File: src/rtl/triangle_channel_if.sv
// rtl/triangle_channel_if.sv - CPU register write bus for the APU triangle voice
interface triangle_channel_if;
    logic       reg_wr;
    logic [1:0] reg_addr;
    logic [7:0] reg_data;

    modport master (
        output reg_wr,
        output reg_addr,
        output reg_data
    );

    modport slave (
        input reg_wr,
        input reg_addr,
        input reg_data
    );
endinterface

File: src/rtl/triangle_channel.sv
// rtl/triangle_channel.sv - NES APU triangle voice: timer, linear/length counters, 32-step sequencer
module triangle_channel #(
    parameter int TIMER_W    = 11,
    parameter int MIN_PERIOD = 2
) (
    input  logic                clk,
    input  logic                rst,
    input  logic                cpu_tick,
    input  logic                quarter_frame,
    input  logic                half_frame,
    input  logic                enable,
    triangle_channel_if.slave   bus,
    output logic                length_active,
    output logic [3:0]          tr_out
);

    logic               ctrl_flag;
    logic [6:0]         lin_reload_val;
    logic [TIMER_W-1:0] period;
    logic [TIMER_W-1:0] timer;
    logic [6:0]         linear;
    logic [7:0]         length;
    logic               reload_flag;
    logic [4:0]         step;
    logic               step_moved;

    logic wr_4008;
    logic wr_400a;
    logic wr_400b;
    logic step_en;

    // Length counter load values indexed by $400B d[7:3]
    function automatic logic [7:0] len_tbl(input logic [4:0] idx);
        case (idx)
            5'd0:  len_tbl = 8'd10;
            5'd1:  len_tbl = 8'd254;
            5'd2:  len_tbl = 8'd20;
            5'd3:  len_tbl = 8'd2;
            5'd4:  len_tbl = 8'd40;
            5'd5:  len_tbl = 8'd4;
            5'd6:  len_tbl = 8'd80;
            5'd7:  len_tbl = 8'd6;
            5'd8:  len_tbl = 8'd160;
            5'd9:  len_tbl = 8'd8;
            5'd10: len_tbl = 8'd60;
            5'd11: len_tbl = 8'd10;
            5'd12: len_tbl = 8'd14;
            5'd13: len_tbl = 8'd12;
            5'd14: len_tbl = 8'd26;
            5'd15: len_tbl = 8'd14;
            5'd16: len_tbl = 8'd12;
            5'd17: len_tbl = 8'd16;
            5'd18: len_tbl = 8'd24;
            5'd19: len_tbl = 8'd18;
            5'd20: len_tbl = 8'd48;
            5'd21: len_tbl = 8'd20;
            5'd22: len_tbl = 8'd96;
            5'd23: len_tbl = 8'd22;
            5'd24: len_tbl = 8'd192;
            5'd25: len_tbl = 8'd24;
            5'd26: len_tbl = 8'd72;
            5'd27: len_tbl = 8'd26;
            5'd28: len_tbl = 8'd16;
            5'd29: len_tbl = 8'd28;
            5'd30: len_tbl = 8'd32;
            default: len_tbl = 8'd30;
        endcase
    endfunction

    // Triangle shape: 15 down to 0 over the first half, 0 up to 15 over the second
    function automatic logic [3:0] tri_level(input logic [4:0] s);
        tri_level = s[4] ? s[3:0] : ~s[3:0];
    endfunction

    assign wr_4008 = bus.reg_wr && (bus.reg_addr == 2'd0);
    assign wr_400a = bus.reg_wr && (bus.reg_addr == 2'd2);
    assign wr_400b = bus.reg_wr && (bus.reg_addr == 2'd3);

    // Sequencer only moves when both counters are live and the pitch is audible
    assign step_en = (linear != 7'd0) && (length != 8'd0) &&
                     (period >= TIMER_W'(MIN_PERIOD));

    assign length_active = (length != 8'd0);

    // Control register and period latches written from the CPU bus
    always_ff @(posedge clk or posedge rst) begin
        if (rst) begin
            ctrl_flag      <= 1'b0;
            lin_reload_val <= 7'd0;
            period         <= '0;
        end else begin
            if (wr_4008) begin
                ctrl_flag      <= bus.reg_data[7];
                lin_reload_val <= bus.reg_data[6:0];
            end
            if (wr_400a) begin
                period[7:0] <= bus.reg_data;
            end
            if (wr_400b) begin
                period[TIMER_W-1:8] <= bus.reg_data[TIMER_W-9:0];
            end
        end
    end

    // Timer divider and sequencer step, both advanced only on CPU cycles
    always_ff @(posedge clk or posedge rst) begin
        if (rst) begin
            timer      <= '0;
            step       <= 5'd0;
            step_moved <= 1'b0;
        end else begin
            step_moved <= 1'b0;
            if (cpu_tick) begin
                if (timer == '0) begin
                    timer <= period;
                    if (step_en) begin
                        step       <= step + 5'd1;
                        step_moved <= 1'b1;
                    end
                end else begin
                    timer <= timer - 1'b1;
                end
            end
        end
    end

    // Output level follows the step one clk late and holds while the sequencer is frozen
    always_ff @(posedge clk or posedge rst) begin
        if (rst) begin
            tr_out <= 4'd0;
        end else if (step_moved) begin
            tr_out <= tri_level(step);
        end
    end

    // Linear counter and its reload flag; a $400B write outranks the flag clear
    always_ff @(posedge clk or posedge rst) begin
        if (rst) begin
            linear      <= 7'd0;
            reload_flag <= 1'b0;
        end else begin
            if (quarter_frame) begin
                if (reload_flag) begin
                    linear <= lin_reload_val;
                end else if (linear != 7'd0) begin
                    linear <= linear - 7'd1;
                end
                if (!ctrl_flag) begin
                    reload_flag <= 1'b0;
                end
            end
            if (wr_400b) begin
                reload_flag <= 1'b1;
            end
        end
    end

    // Length counter: disable clears, then load, then half-frame decrement
    always_ff @(posedge clk or posedge rst) begin
        if (rst) begin
            length <= 8'd0;
        end else if (!enable) begin
            length <= 8'd0;
        end else if (wr_400b) begin
            length <= len_tbl(bus.reg_data[7:3]);
        end else if (half_frame && (length != 8'd0) && !ctrl_flag) begin
            length <= length - 8'd1;
        end
    end

endmodule

File: src/flat_wrapper.sv
// flat-port wrapper written by rule: the top's interface ports become plain ports
module triangle_channel_flat 
#(
    parameter int TIMER_W    = 11,
    parameter int MIN_PERIOD = 2
)
  (clk, rst, cpu_tick, quarter_frame, half_frame, enable, length_active, tr_out, bus_reg_wr, bus_reg_addr, bus_reg_data);
  triangle_channel_if bus_i ();
  input  logic clk;
  input  logic rst;
  input  logic cpu_tick;
  input  logic quarter_frame;
  input  logic half_frame;
  input  logic enable;
  output logic length_active;
  output logic [3:0] tr_out;
  input wire logic [$bits(bus_i.reg_wr)-1:0] bus_reg_wr;
  input wire logic [$bits(bus_i.reg_addr)-1:0] bus_reg_addr;
  input wire logic [$bits(bus_i.reg_data)-1:0] bus_reg_data;
  assign bus_i.reg_wr = bus_reg_wr;
  assign bus_i.reg_addr = bus_reg_addr;
  assign bus_i.reg_data = bus_reg_data;
  triangle_channel #(.TIMER_W(TIMER_W), .MIN_PERIOD(MIN_PERIOD)) u_core (.clk(clk), .rst(rst), .cpu_tick(cpu_tick), .quarter_frame(quarter_frame), .half_frame(half_frame), .enable(enable), .bus(bus_i), .length_active(length_active), .tr_out(tr_out));
endmodule
File: config.mk
export PLATFORM = sky130hd
export DESIGN_NAME = triangle_channel_flat
export DESIGN_NICKNAME = d
export VERILOG_FILES = /design/src/rtl/triangle_channel_if.sv /design/src/rtl/triangle_channel.sv /design/src/flat_wrapper.sv
export SDC_FILE = /design/constraint.sdc
export NUM_CORES = 1
export LEC_CHECK = 0
export ABC_AREA = 1
export BUFFER_PORTS_ARGS = -buffer_cell sky130_fd_sc_hd__buf_2
export CAP_MARGIN = 20
export CORE_UTILIZATION = 61
export DETAILED_ROUTE_END_ITERATION = 10
export PLACE_DENSITY = 0.84
export SLEW_MARGIN = 10
export SYNTH_ARGS = -nofsm -noshare
export SYNTH_HDL_FRONTEND = slang
export SYNTH_SLANG_ARGS = --single-unit
export TNS_END_PERCENT = 30
File: constraint.sdc
create_clock -name clk -period 2.29 [get_ports clk]
set_input_delay 0.3435 -clock clk [delete_from_list [all_inputs] [get_ports clk]]
set_output_delay 0.3435 -clock clk [all_outputs]
set_load 0.05 [all_outputs]
* Word-level counts from Yosys, hierarchy flattened
Memories as Yosys holds them, arrays and structs flattened.
Cells that the tools add are included.
** Word-level totals
- Memories :: 1
- ROM bits :: 224
- Flip-flop bits (word level) :: 56
- Input bits :: 17
** Memories
- (name not given) :: depth 32, bits a word 7, read ports 1, clocked after Yosys merged registers in 0, wr ports 0, line triangle_channel.sv:34 : case (idx)
** Cells by class
- Reduce and logical (&&, ||, !) cells :: 17
- Magnitude comparators :: 1
- Bitwise gates (word level) :: 1
- Equality and inequality tests :: 4
- Muxes and demuxes :: 13
- Add/subtract/negate cells :: 4
** Operators with widths (number)
- $mux 8 :: 3
- $mux 7 :: 2
- $ge 11x2->1 const B :: 1
- $logic_not 11->1 :: 1
- $mux 11 :: 1
- $sub 11x1->11 const B :: 1
- $reduce_bool 8->1 :: 1
- $sub 8x1->8 const B :: 1
- $logic_and 1x1->1 :: 7
- $reduce_bool 7->1 :: 1
- $sub 7x1->7 const B :: 1
- $mux 1 :: 6
- $add 5x1->5 const B :: 1
- $eq 2x2->1 const B :: 2
- $mux 4 :: 1
- $not 4->4 :: 1
- $reduce_and 2->1 :: 2
- $reduce_bool 2->1 :: 2
- $ne 3x1->1 const B :: 1
- $reduce_and 3->1 :: 1
- $logic_not 2->1 :: 1
- $ne 2x2->1 const B :: 1
- $logic_not 1->1 :: 1

* Logic depth before layout (Yosys ltp)
Gate-level depths: netlist of run 1.
- Depth after elaboration :: 6
- Mapped depth :: 10
- Gate-level depth less buffers :: 10

* Worst setup path before layout of run 1
OpenSTA, ideal clock, no wires.
- Kind :: register to register
- From :: reg u_core.length[0]
- To :: reg u_core.step[0]
- Data required time :: 2173 ps
- Stages on the path, launching flop included :: 8
- Slack :: 571 ps
- Buffers on the path :: 0
- Arrival :: 1602 ps
- Cells stage by stage :: dfrtp_1 -> inv_1 -> ha_1 -> nand4_1 -> nand2_1 -> nor2_2 -> nand3b_1 -> nand2_1
** On the way
- Cells in the longest elaborated chain, start to end :: 4
** Ends and longest elaborated chain
- start, declared :: line triangle_channel.sv:22 : logic [7:0] length;
- start signal, assigned :: line triangle_channel.sv:165 : length <= len_tbl(bus.reg_data[7:3]);
- start signal, assigned :: line triangle_channel.sv:167 : length <= length - 8'd1;
- $reduce_bool 8->1
- via length_active :: line flat_wrapper.sv:15 : output logic length_active;
- $logic_and 1x1->1 (2 in series) :: line triangle_channel.sv:80 : assign step_en = (linear != 7'd0) && (length != 8'd0) &&
- $reduce_and 3->1 (no source line)
- end signal, assigned :: line triangle_channel.sv:117 : step <= step + 5'd1;
- end, declared :: line triangle_channel.sv:24 : logic [4:0] step;
The timed path passes the listed nets, and every way through them passes these cells.
A chain may end at the register's enable or synchronous reset.

* Final worst setup path of run 1
- From :: reg u_core.length[0]
- To :: out length_active
** On the way
- Cells in the longest elaborated chain, start to end :: 1
** Ends and longest elaborated chain
- $reduce_bool 8->1 :: line triangle_channel.sv:83 : assign length_active = (length != 8'd0);
- end, declared :: line flat_wrapper.sv:15
No other way between the ends.

==> out/summary.txt, run 1 <==
Die extent in y: 76.9 µm
Combinational family with the most area after synthesis: simple AND/OR/NAND/NOR gates
Top cell type by total area after synthesis: dfrtp_1
# clock sinks: 56
Post-synthesis area per instance: 7.33 µm²
Initial antenna violation count: 0
Kind of critical path: reg2out
Clock Path Buffers: 2
CP arrival: 1370 ps
Pre-antenna DRT Iters: 5
RSZ-0062 raised after global routing: false
Number of vias per cell: 5.46
Setup Fix Bufs, Post-CTS: 0
Critical path launch point type: register
Count of final max-slew check failures: 0
Internal power: 2.01 mW
Synth Area in XOR/XNOR: 3.33%
GRT overflow: 0
Final Hold Fails: 0
Part of the power in registers: 42.3%
Yosys top cell area share: 41.0%
Post-DR wirelength/cell: 12.5 µm
Synth Area in Adders: 4.39%
# hold bufs at CTS: 0
Run status: finished clean
Area share of and/or/nand/nor cells after synthesis: 32.6%
CTS root buffer: clkbuf_8
Placed Instances: 548
Hold Crit Class: in2async
DIE WIDTH: 76.9 µm
Most common cell after layout, fill and taps aside: nand2_1
Clock Latency Late Sink: 310 ps
Post-synthesis cell type count: 33
Cell Area, Synth: 3420 µm²
Fin crit share: 74.8%
Sw Share: 43.7%
Non-Filler Instances: 556
Worst EP required: 1950 ps
Clock share of power: 15.4%
Multiplexer share of the synthesized area: 0%
Antenna cells: 0
DP Wirelength: 5120 µm
Layout cell share with drive strength beyond 1: 10.7%
Mapped Cells: 467
CTS H-tree lvls: 2
Clk slew on worst S/H paths: 110 ps
Worst-path cell chain: inv_1 -> ha_1 -> nand4_1 -> buf_2
Total I/O pin count: 22
Vias in the first global route: 2824
CTS tree: built
Yosys Warn Count: 0
# port buffers: 21
Final Util: 69.9%
Max frequency: 584 MHz
Final setup margin: 578 ps
Top cells by area, synth: dfrtp_1, nand2_1, o21ai_0
Most frequent cells in the layout: nand2_1, dfrtp_1, inv_1
Core Region: 5240 µm²
Worst-margin pin slew: 648 ps
Routed Wire Length: 6950 µm
First-pass GRT wire length: 12600 µm
Critical Path Sink Type: primary output
Crit path largest cell delay: 370 ps
Largest net degree at the start of global routing: 32
Pre-CTS setup slack: 684 ps
Global Route Usage Sum: 26.3%
Worst ir drop on vdd: 0.514 mV
Gp weighted congestion: 0.940
#FFs+latches synth: 56
Max Cap Violations: 0
Slowest cell on crit path: dfrtp_1
Mapped Nets: 496
Synth Area in Compound Gates: 11.1%
Sequential-to-total area share from yosys stat: 41.0%
Post-DRT Antenna Nets: 0
Leakage: 1.97 nW
Die area: 5910 µm²
Switching power: 1.56 mW
# resized after CTS: 0
Relative slew slack: 56.7%
Combinational Power Share: 42.3%
Num CTS Buffers: 5
Clk_skew: 9.35 ps
Final min period: 1710 ps
PD cells: 975 nW/µm²
WP buf/inv: 2
Initial Util: 65.3%
Layout area overhead: 6.95%
Starting DRT DRC Count: 144
Row count: 26
Pwr Total: 3.57 mW
Vias: 3037
Detailed-route DRC error count: 0
Final setup violation count: 0
CP max FO: 5
Final #Nets: 514
Largest delay share family, worst path: flip-flops
Setup TNS Final: 0 ps
==> worst paths after layout <==
kind	slack, ps	end	cells after the start	from
worst min register to register	490	u_core.tr_out[0]	2	u_core.tr_out[0]
worst max register to register	680	u_core.step[0]	9	u_core.timer[0]
worst max-delay path	580	length_active	4	u_core.length[0]
worst min-delay path	110	u_core.length[7]	2	rst
min in group clk	290	u_core.linear[6]	4	quarter_frame
max in group asynchronous	1510	u_core.timer[6]	3	rst
==> routing by layer <==
metal	track usage (%)	routed length, µm
met5	0	0
met4	9.23	131
met3	3.33	292
met2	40.8	3230
met1	37.8	3290
==> cells in the mapped netlist <==
library cell / count
nand2_1: 144
dfrtp_1: 56
inv_1: 52
o21ai_0: 49
nand3_1: 48
nor2_1: 33
ha_1: 12
nand4_1: 8
xor2_1: 8
a21oi_1: 5
buf_2: 5
clkbuf_1: 5
xnor2_1: 5
nor2_2: 4
nor3_1: 4
o21ai_1: 3
o22ai_1: 3
or2_2: 3
nand2_4: 2
nand3_2: 2
nand3b_1: 2
o211ai_1: 2
o21ai_2: 2
a21oi_2: 1
a31oi_1: 1
buf_4: 1
buf_6: 1
inv_2: 1
nand2_2: 1
nor2_4: 1
nor2_8: 1
o211ai_2: 1
o21ai_4: 1
==> final cells by class <==
cell class | count | area, µm²
Multi-Input combinational cell | 346 | 1760
Sequential cell | 56 | 1400
Timing Repair Buffer | 23 | 120
Fill cell | 424 | 1580
Clock inverter | 3 | 23.8
Clock buffer | 5 | 68.8
Inverter | 53 | 199
Tap cell | 70 | 87.6
==> through the flow <==
step           cell area, µm²  hold WS (ps)
3_5_place_dp             3570           471
6_report                 3660           107
3_3_place_gp             3570           461
4_1_cts                  3660           133
2_1_floorplan            3420           448
5_1_grt                  3660           158
==> cell families (layout without fill, tap and decap cells) <==
group                      count (synthesis)  after routing
DFF                                       56             56
adders and majority gates                 12             12
and+or+nand+nor                          253            253
AOI/OAI and AO/OA                         68             68
xor gates and xnor gates                  13             13
buffers and inverters                     65             84
==> worst reg2reg max path: stages (launching register included) <==
cell,delay (ps)
dfrtp_1,400
inv_1,100
ha_1,230
nand2_2,110
nor2_4,150
nand2_4,160
nor2_8,170
nand2_4,80
nand2_1,80
nand2_1,50
==> power groups by stage <==
stage	Clock [mW]	Sequential, mW	Combinational, mW
detailed placement	0	1.52	1.50
global placement	0	1.51	1.45
finish	0.549	1.51	1.51
CTS	0.570	1.50	1.51
floorplan	0	1.51	1.18
global route	0.607	1.55	1.74
==> sequential cells by signal, indices dropped and copies added (netlist names), 4 cells and up <==
signal / flops
u_core.length: 8
u_core.lin_reload_val: 7
u_core.period: 11
u_core.timer: 11
u_core.step: 5
u_core.linear: 7
u_core.tr_out: 4
No activity file was read; power rests on OpenSTA's default activity.
==> run 2, diff against run 1 <==
--- a/config.mk
+++ b/config.mk
@@ -8,9 +8,9 @@
 export ABC_AREA = 1
 export BUFFER_PORTS_ARGS = -buffer_cell sky130_fd_sc_hd__buf_2
 export CAP_MARGIN = 20
-export CORE_UTILIZATION = 61
+export CORE_UTILIZATION = 55
 export DETAILED_ROUTE_END_ITERATION = 10
-export PLACE_DENSITY = 0.84
+export PLACE_DENSITY = 0.8
 export SLEW_MARGIN = 10
 export SYNTH_ARGS = -nofsm -noshare
 export SYNTH_HDL_FRONTEND = slang
==> constraint.sdc (replaced) <==
create_clock -name clk -period 1.57 [get_ports clk]
set_input_delay 0.2355 -clock clk [delete_from_list [all_inputs] [get_ports clk]]
set_output_delay 0.2355 -clock clk [all_outputs]
set_load 0.05 [all_outputs]
==> run 2 against run 1 <==
  * The run now ends with negative setup slack left
  * Die area increased by 11%
  * Final area increased by 5.7%
  * Worst hold slack improved by 87 ps
  * Global-route usage decreased by 2.8 points
  * Critical endpoint unchanged
  * Register-to-register slack got worse by 640 ps
  * Cell count increased by 3.4%
  * Flip-flop and latch count unchanged
  * Clock-buffer cell count unchanged
  * Sequential power increased by 48%
  * Total power increased by 56%
  * Non-clock buffer count increased by 13
  * Highest routed layer unchanged
==> out/summary.txt, run 2 (synthesized netlist as in run 1, its figures left out) <==
Relative slew slack: 64.6%
Final setup margin: -4.00 ps
Max Cap Violations: 0
# port buffers: 21
Vias in the first global route: 2705
Pwr Total: 5.57 mW
Vias: 3103
Clk slew on worst S/H paths: 100 ps
Initial Util: 57.4%
Placed Instances: 557
Post-DRT Antenna Nets: 0
Failing checks: negative setup slack
GRT overflow: 0
Run status: finished with violations
CP max FO: 3
Final setup violation count: 1
Largest registers: u_core.period (11), u_core.timer (11), u_core.length (8)
Gp weighted congestion: 0.923
Row count: 28
Register-to-Register Path Depth: 8
Min-delay src: quarter_frame
PD cells: 1440 nW/µm²
RSZ-0062 raised after global routing: true
Antenna cells: 0
Critical path launch point type: register
Number of vias per cell: 5.40
Pre-CTS setup slack: -34.0 ps
Layout area overhead: 13.1%
Max frequency: 635 MHz
Hold Path Cell Cnt: 4
Pre-antenna DRT Iters: 6
# clock sinks: 56
First-pass GRT wire length: 11900 µm
Clock Path Buffers: 2
Clk_skew: 9.58 ps
Initial antenna violation count: 0
Global Route Usage Sum: 23.5%
Layout cell share with drive strength beyond 1: 15.8%
Post-DR wirelength/cell: 13.1 µm
Most common cell after layout, fill and taps aside: nand2_1
Worst ir drop on vdd: 0.796 mV
Final Util: 64.9%
Reg2reg start: u_core.timer[3]
Worst EP required: 1330 ps
DP Wirelength: 5160 µm
CTS tree: built
CTS root buffer: clkbuf_8
Largest net degree at the start of global routing: 57
Clock Latency Late Sink: 320 ps
Hold Crit Class: in2reg
CTS H-tree lvls: 2
Leakage: 2.05 nW
CP arrival: 1340 ps
Num CTS Buffers: 5
Total I/O pin count: 22
Starting DRT DRC Count: 263
Final #Nets: 528
Non-Filler Instances: 575
Core Region: 5960 µm²
Fin crit share: 100%
Worst-margin pin slew: 530 ps
Die extent in y: 80.9 µm
Routed Wire Length: 7520 µm
Setup crit start: u_core.length[1]
Count of final max-slew check failures: 0
Critical Path Sink Type: primary output
Die area: 6540 µm²
Final min period: 1570 ps
Kind of critical path: reg2out
Worst hold slack: 194 ps
Final Hold Fails: 0
Detailed-route DRC error count: 0
DIE WIDTH: 80.9 µm
Most frequent cells in the layout: nand2_1, dfrtp_1, o21ai_0, nand3_1, inv_1
-- run 2: cell types whose count changed in the layout (fill, tap and decap cells not counted), moves of 2 or more --
cell,change
inv_2,+4
dfrtp_2,+2
buf_4,+11
inv_6,+2
ha_1,-2
inv_1,-5
ha_4,+2
dfrtp_1,-2
nor2_1,-2
nand2_1,-2
-- run 2: cell type report --
| type | instances | area [µm²] |
|---|---|---|
| Multi-Input combinational cell | 347 | 1830 |
| Clock buffer | 5 | 68.8 |
| Timing Repair Buffer | 36 | 239 |
| Clock inverter | 3 | 25.0 |
| Fill cell | 489 | 2090 |
| Tap cell | 75 | 93.8 |
| Sequential cell | 56 | 1400 |
| Inverter | 53 | 203 |
-- run 2: report_power, final --
part	leakage (nW)	switching, mW	internal, mW	total (mW)
clock	0.0452	0.497	0.326	0.823
sequential	0.715	0.407	1.83	2.24
combinational	1.29	1.56	0.945	2.51
-- run 2: what timing repair did --
| item | CTS | global route |
|---|---|---|
| gates cloned | 0 | 1 |
| gates resized for setup | 4 | 18 |
| pin swaps | 1 | 3 |
| hold buffers | 1 | 0 |
| endpoints found under the setup margin | 7 | 15 |
| buffers inserted | 0 | 8 |
| endpoints found under the hold margin | 49 | 0 |
-- run 2: critical path: stages, from the launching register on --
cell and delay [ps]:
dfrtp_1 420, inv_2 90, ha_4 130, nand4_1 170
buf_6 220
-- run 2: stage by stage --
step | cell area [µm²] | setup TNS (ps)
6_report | 3870 | -4.00
5_1_grt | 3870 | -149
4_1_cts | 3740 | -17.0
3_5_place_dp | 3620 | -67.3
3_3_place_gp | 3620 | 0
2_1_floorplan | 3420 | -488
-- run 2: path summary, 6_finish.rpt --
kind | to | slack, ps
min | u_core.linear[6] | 190
max reg2reg | u_core.step[2] | 40
min reg2reg | u_core.tr_out[2] | 490
min in group asynchronous | u_core.linear[2] | 520
max | length_active | -4
max in group asynchronous | u_core.length[3] | 770
-- run 2: routing by layer --
metal | vias to the layer above | global-route usage (%) | share of wire [%] | routed length (µm)
met4 | 0 | 9.46 | 1.8 | 139
met3 | 13 | 4.04 | 4.8 | 357
li1 | 1569 | - | - | -
met5 | - | 0 | 0 | 0
met1 | 1412 | 31.6 | 45 | 3410
met2 | 109 | 37.6 | 48 | 3610
==> run 3, diff against run 2 <==
--- a/config.mk
+++ b/config.mk
@@ -11,6 +11,7 @@
 export CORE_UTILIZATION = 55
 export DETAILED_ROUTE_END_ITERATION = 10
 export PLACE_DENSITY = 0.8
+export REMOVE_ABC_BUFFERS = 1
 export SLEW_MARGIN = 10
 export SYNTH_ARGS = -nofsm -noshare
 export SYNTH_HDL_FRONTEND = slang
==> run 3 against run 2 <==
  * The run still ends with negative setup slack left
  * Sequential share of layout area shrank 0.47 points
  * First-iteration DRC count shrank 23%
  * Final area grew 1.2%
  * Clock skew grew 11 ps
==> out/summary.txt, run 3 (synthesized netlist as in run 1, its figures left out) <==
Run status: finished with violations
Failing checks: negative setup slack
# port buffers: 21
Number of vias per cell: 5.35
Post-DP Area: 3640 µm²
Clock Latency Late Sink: 330 ps
Max Cap Violations: 0
Final #Nets: 533
Pwr Total: 5.65 mW
Relative slew slack: 63.8%
Most common cell after layout, fill and taps aside: nand2_1
First-pass GRT wire length: 12700 µm
Final Hold Fails: 0
Critical path launch point type: register
# clock sinks: 56
Clock Path Buffers: 2
Max frequency: 632 MHz
Pre-antenna DRT Iters: 4
Flop-to-flop setup slack: -10 ps
Detailed-route DRC error count: 0
Final Util: 65.7%
Count of final max-slew check failures: 0
Num CTS Buffers: 5
Leakage: 2.07 nW
Worst-margin pin slew: 542 ps
CP arrival: 1790 ps
Largest registers: u_core.period (11), u_core.timer (11), u_core.length (8)
Fin crit share: 101%
Gp weighted congestion: 0.895
PD cells: 1440 nW/µm²
Kind of critical path: reg2reg
CTS root buffer: clkbuf_8
Core Region: 5960 µm²
DP Wirelength: 5430 µm
Worst EP required: 1770 ps
Worst ir drop on vdd: 1.03 mV
Vias in the first global route: 2946
Routed Wire Length: 7620 µm
RR Endpoint: u_core.timer[2]
Final setup margin: -13.2 ps
Final setup violation count: 1
Pre-CTS setup slack: -35.5 ps
Hold Path Cell Cnt: 4
CP max FO: 7
Starting DRT DRC Count: 203
Die extent in y: 80.9 µm
RSZ-0062 raised after global routing: true
Layout cell share with drive strength beyond 1: 16.6%
Post-DR wirelength/cell: 13.1 µm
Die area: 6540 µm²
Min-delay src: quarter_frame
GRT overflow: 0
Global Route Usage Sum: 25.0%
Worst hold slack: 188 ps
Layout area overhead: 14.4%
Largest net degree at the start of global routing: 22
Clk slew on worst S/H paths: 100 ps
Final min period: 1580 ps
Post-DRT Antenna Nets: 0
CTS tree: built
Initial Util: 57.4%
DIE WIDTH: 80.9 µm
CTS H-tree lvls: 2
Register-to-Register Path Depth: 8
Reg2reg start: u_core.timer[0]
Most frequent cells in the layout: nand2_1, dfrtp_1, o21ai_0, nand3_1, inv_1
Min-Delay Endpoint: u_core.linear[6]
Initial antenna violation count: 0
Total I/O pin count: 22
Hold Crit Class: in2reg
Vias: 3103
Critical Path Sink Type: register
Antenna cells: 0
Row count: 28
Finished Cell Area: 3920 µm²
Clk_skew: 20.6 ps
## run 3: cell count changes in the layout (fill, tap and decap cells not counted), sizes merged
cell and delta:
buf +5, clkinv +1, inv -1
## run 3: final cells by class
class	instances	area, µm²
clock inverters	3	23.8
repair buffers	41	277
clock buffers	5	68.8
fillers	512	2040
inverters	53	199
flip-flops and latches	56	1400
well taps	75	93.8
multi-input cells	347	1850
## run 3: how the worst max path moves through the flow
stage / from / endpoint / slack, ps / cells after the start
after detailed placement: u_core.timer[0] / u_core.step[1] / -40 / 9
final: u_core.timer[0] / u_core.timer[2] / -10 / 8
after global placement: u_core.timer[0] / u_core.step[4] / 50 / 9
after floorplan: u_core.length[0] / u_core.step[0] / -150 / 7
after CTS: u_core.length[1] / length_active / -6 / 4
after global routing: u_core.timer[0] / u_core.timer[2] / -80 / 8
## run 3: routing by layer
metal  routed length (µm)  global-route usage, %
met1                 3440                   31.5
met2                 3800                   43.4
met3                  251                   4.27
met4                  133                   7.86
met5                    0                      0
## run 3: power breakdown
part / switching [mW] / internal [mW]
sequential: 0.419 / 1.83
combinational: 1.56 / 1.03
clock: 0.496 / 0.317
total: 2.48 / 3.17
## run 3: worst max-delay path, stage by stage, from the launching register on
cell,delay [ps]
dfrtp_1,410
inv_2,100
ha_4,150
nand2_4,60
nor2_4,230
nand2_8,120
buf_4,160
o21ai_2,140
o22ai_1,90
## run 3: timing repair
| action | 4_1_cts | 5_1_grt |
|---|---|---|
| hold endpoints to repair | 17 | 0 |
| gates cloned | 0 | 1 |
| pin swaps | 2 | 4 |
| buffers inserted | 1 | 7 |
| setup endpoints to repair | 7 | 22 |
| resized for setup | 6 | 19 |
| hold buffers | 1 | 0 |
## run 3: stage by stage
stage	TNS, ps	std cells
after floorplan	-2910	455
after global placement	0	562
after global routing	-566	580
final	-13.2	580
after CTS	-5.90	572
after detailed placement	-106	562
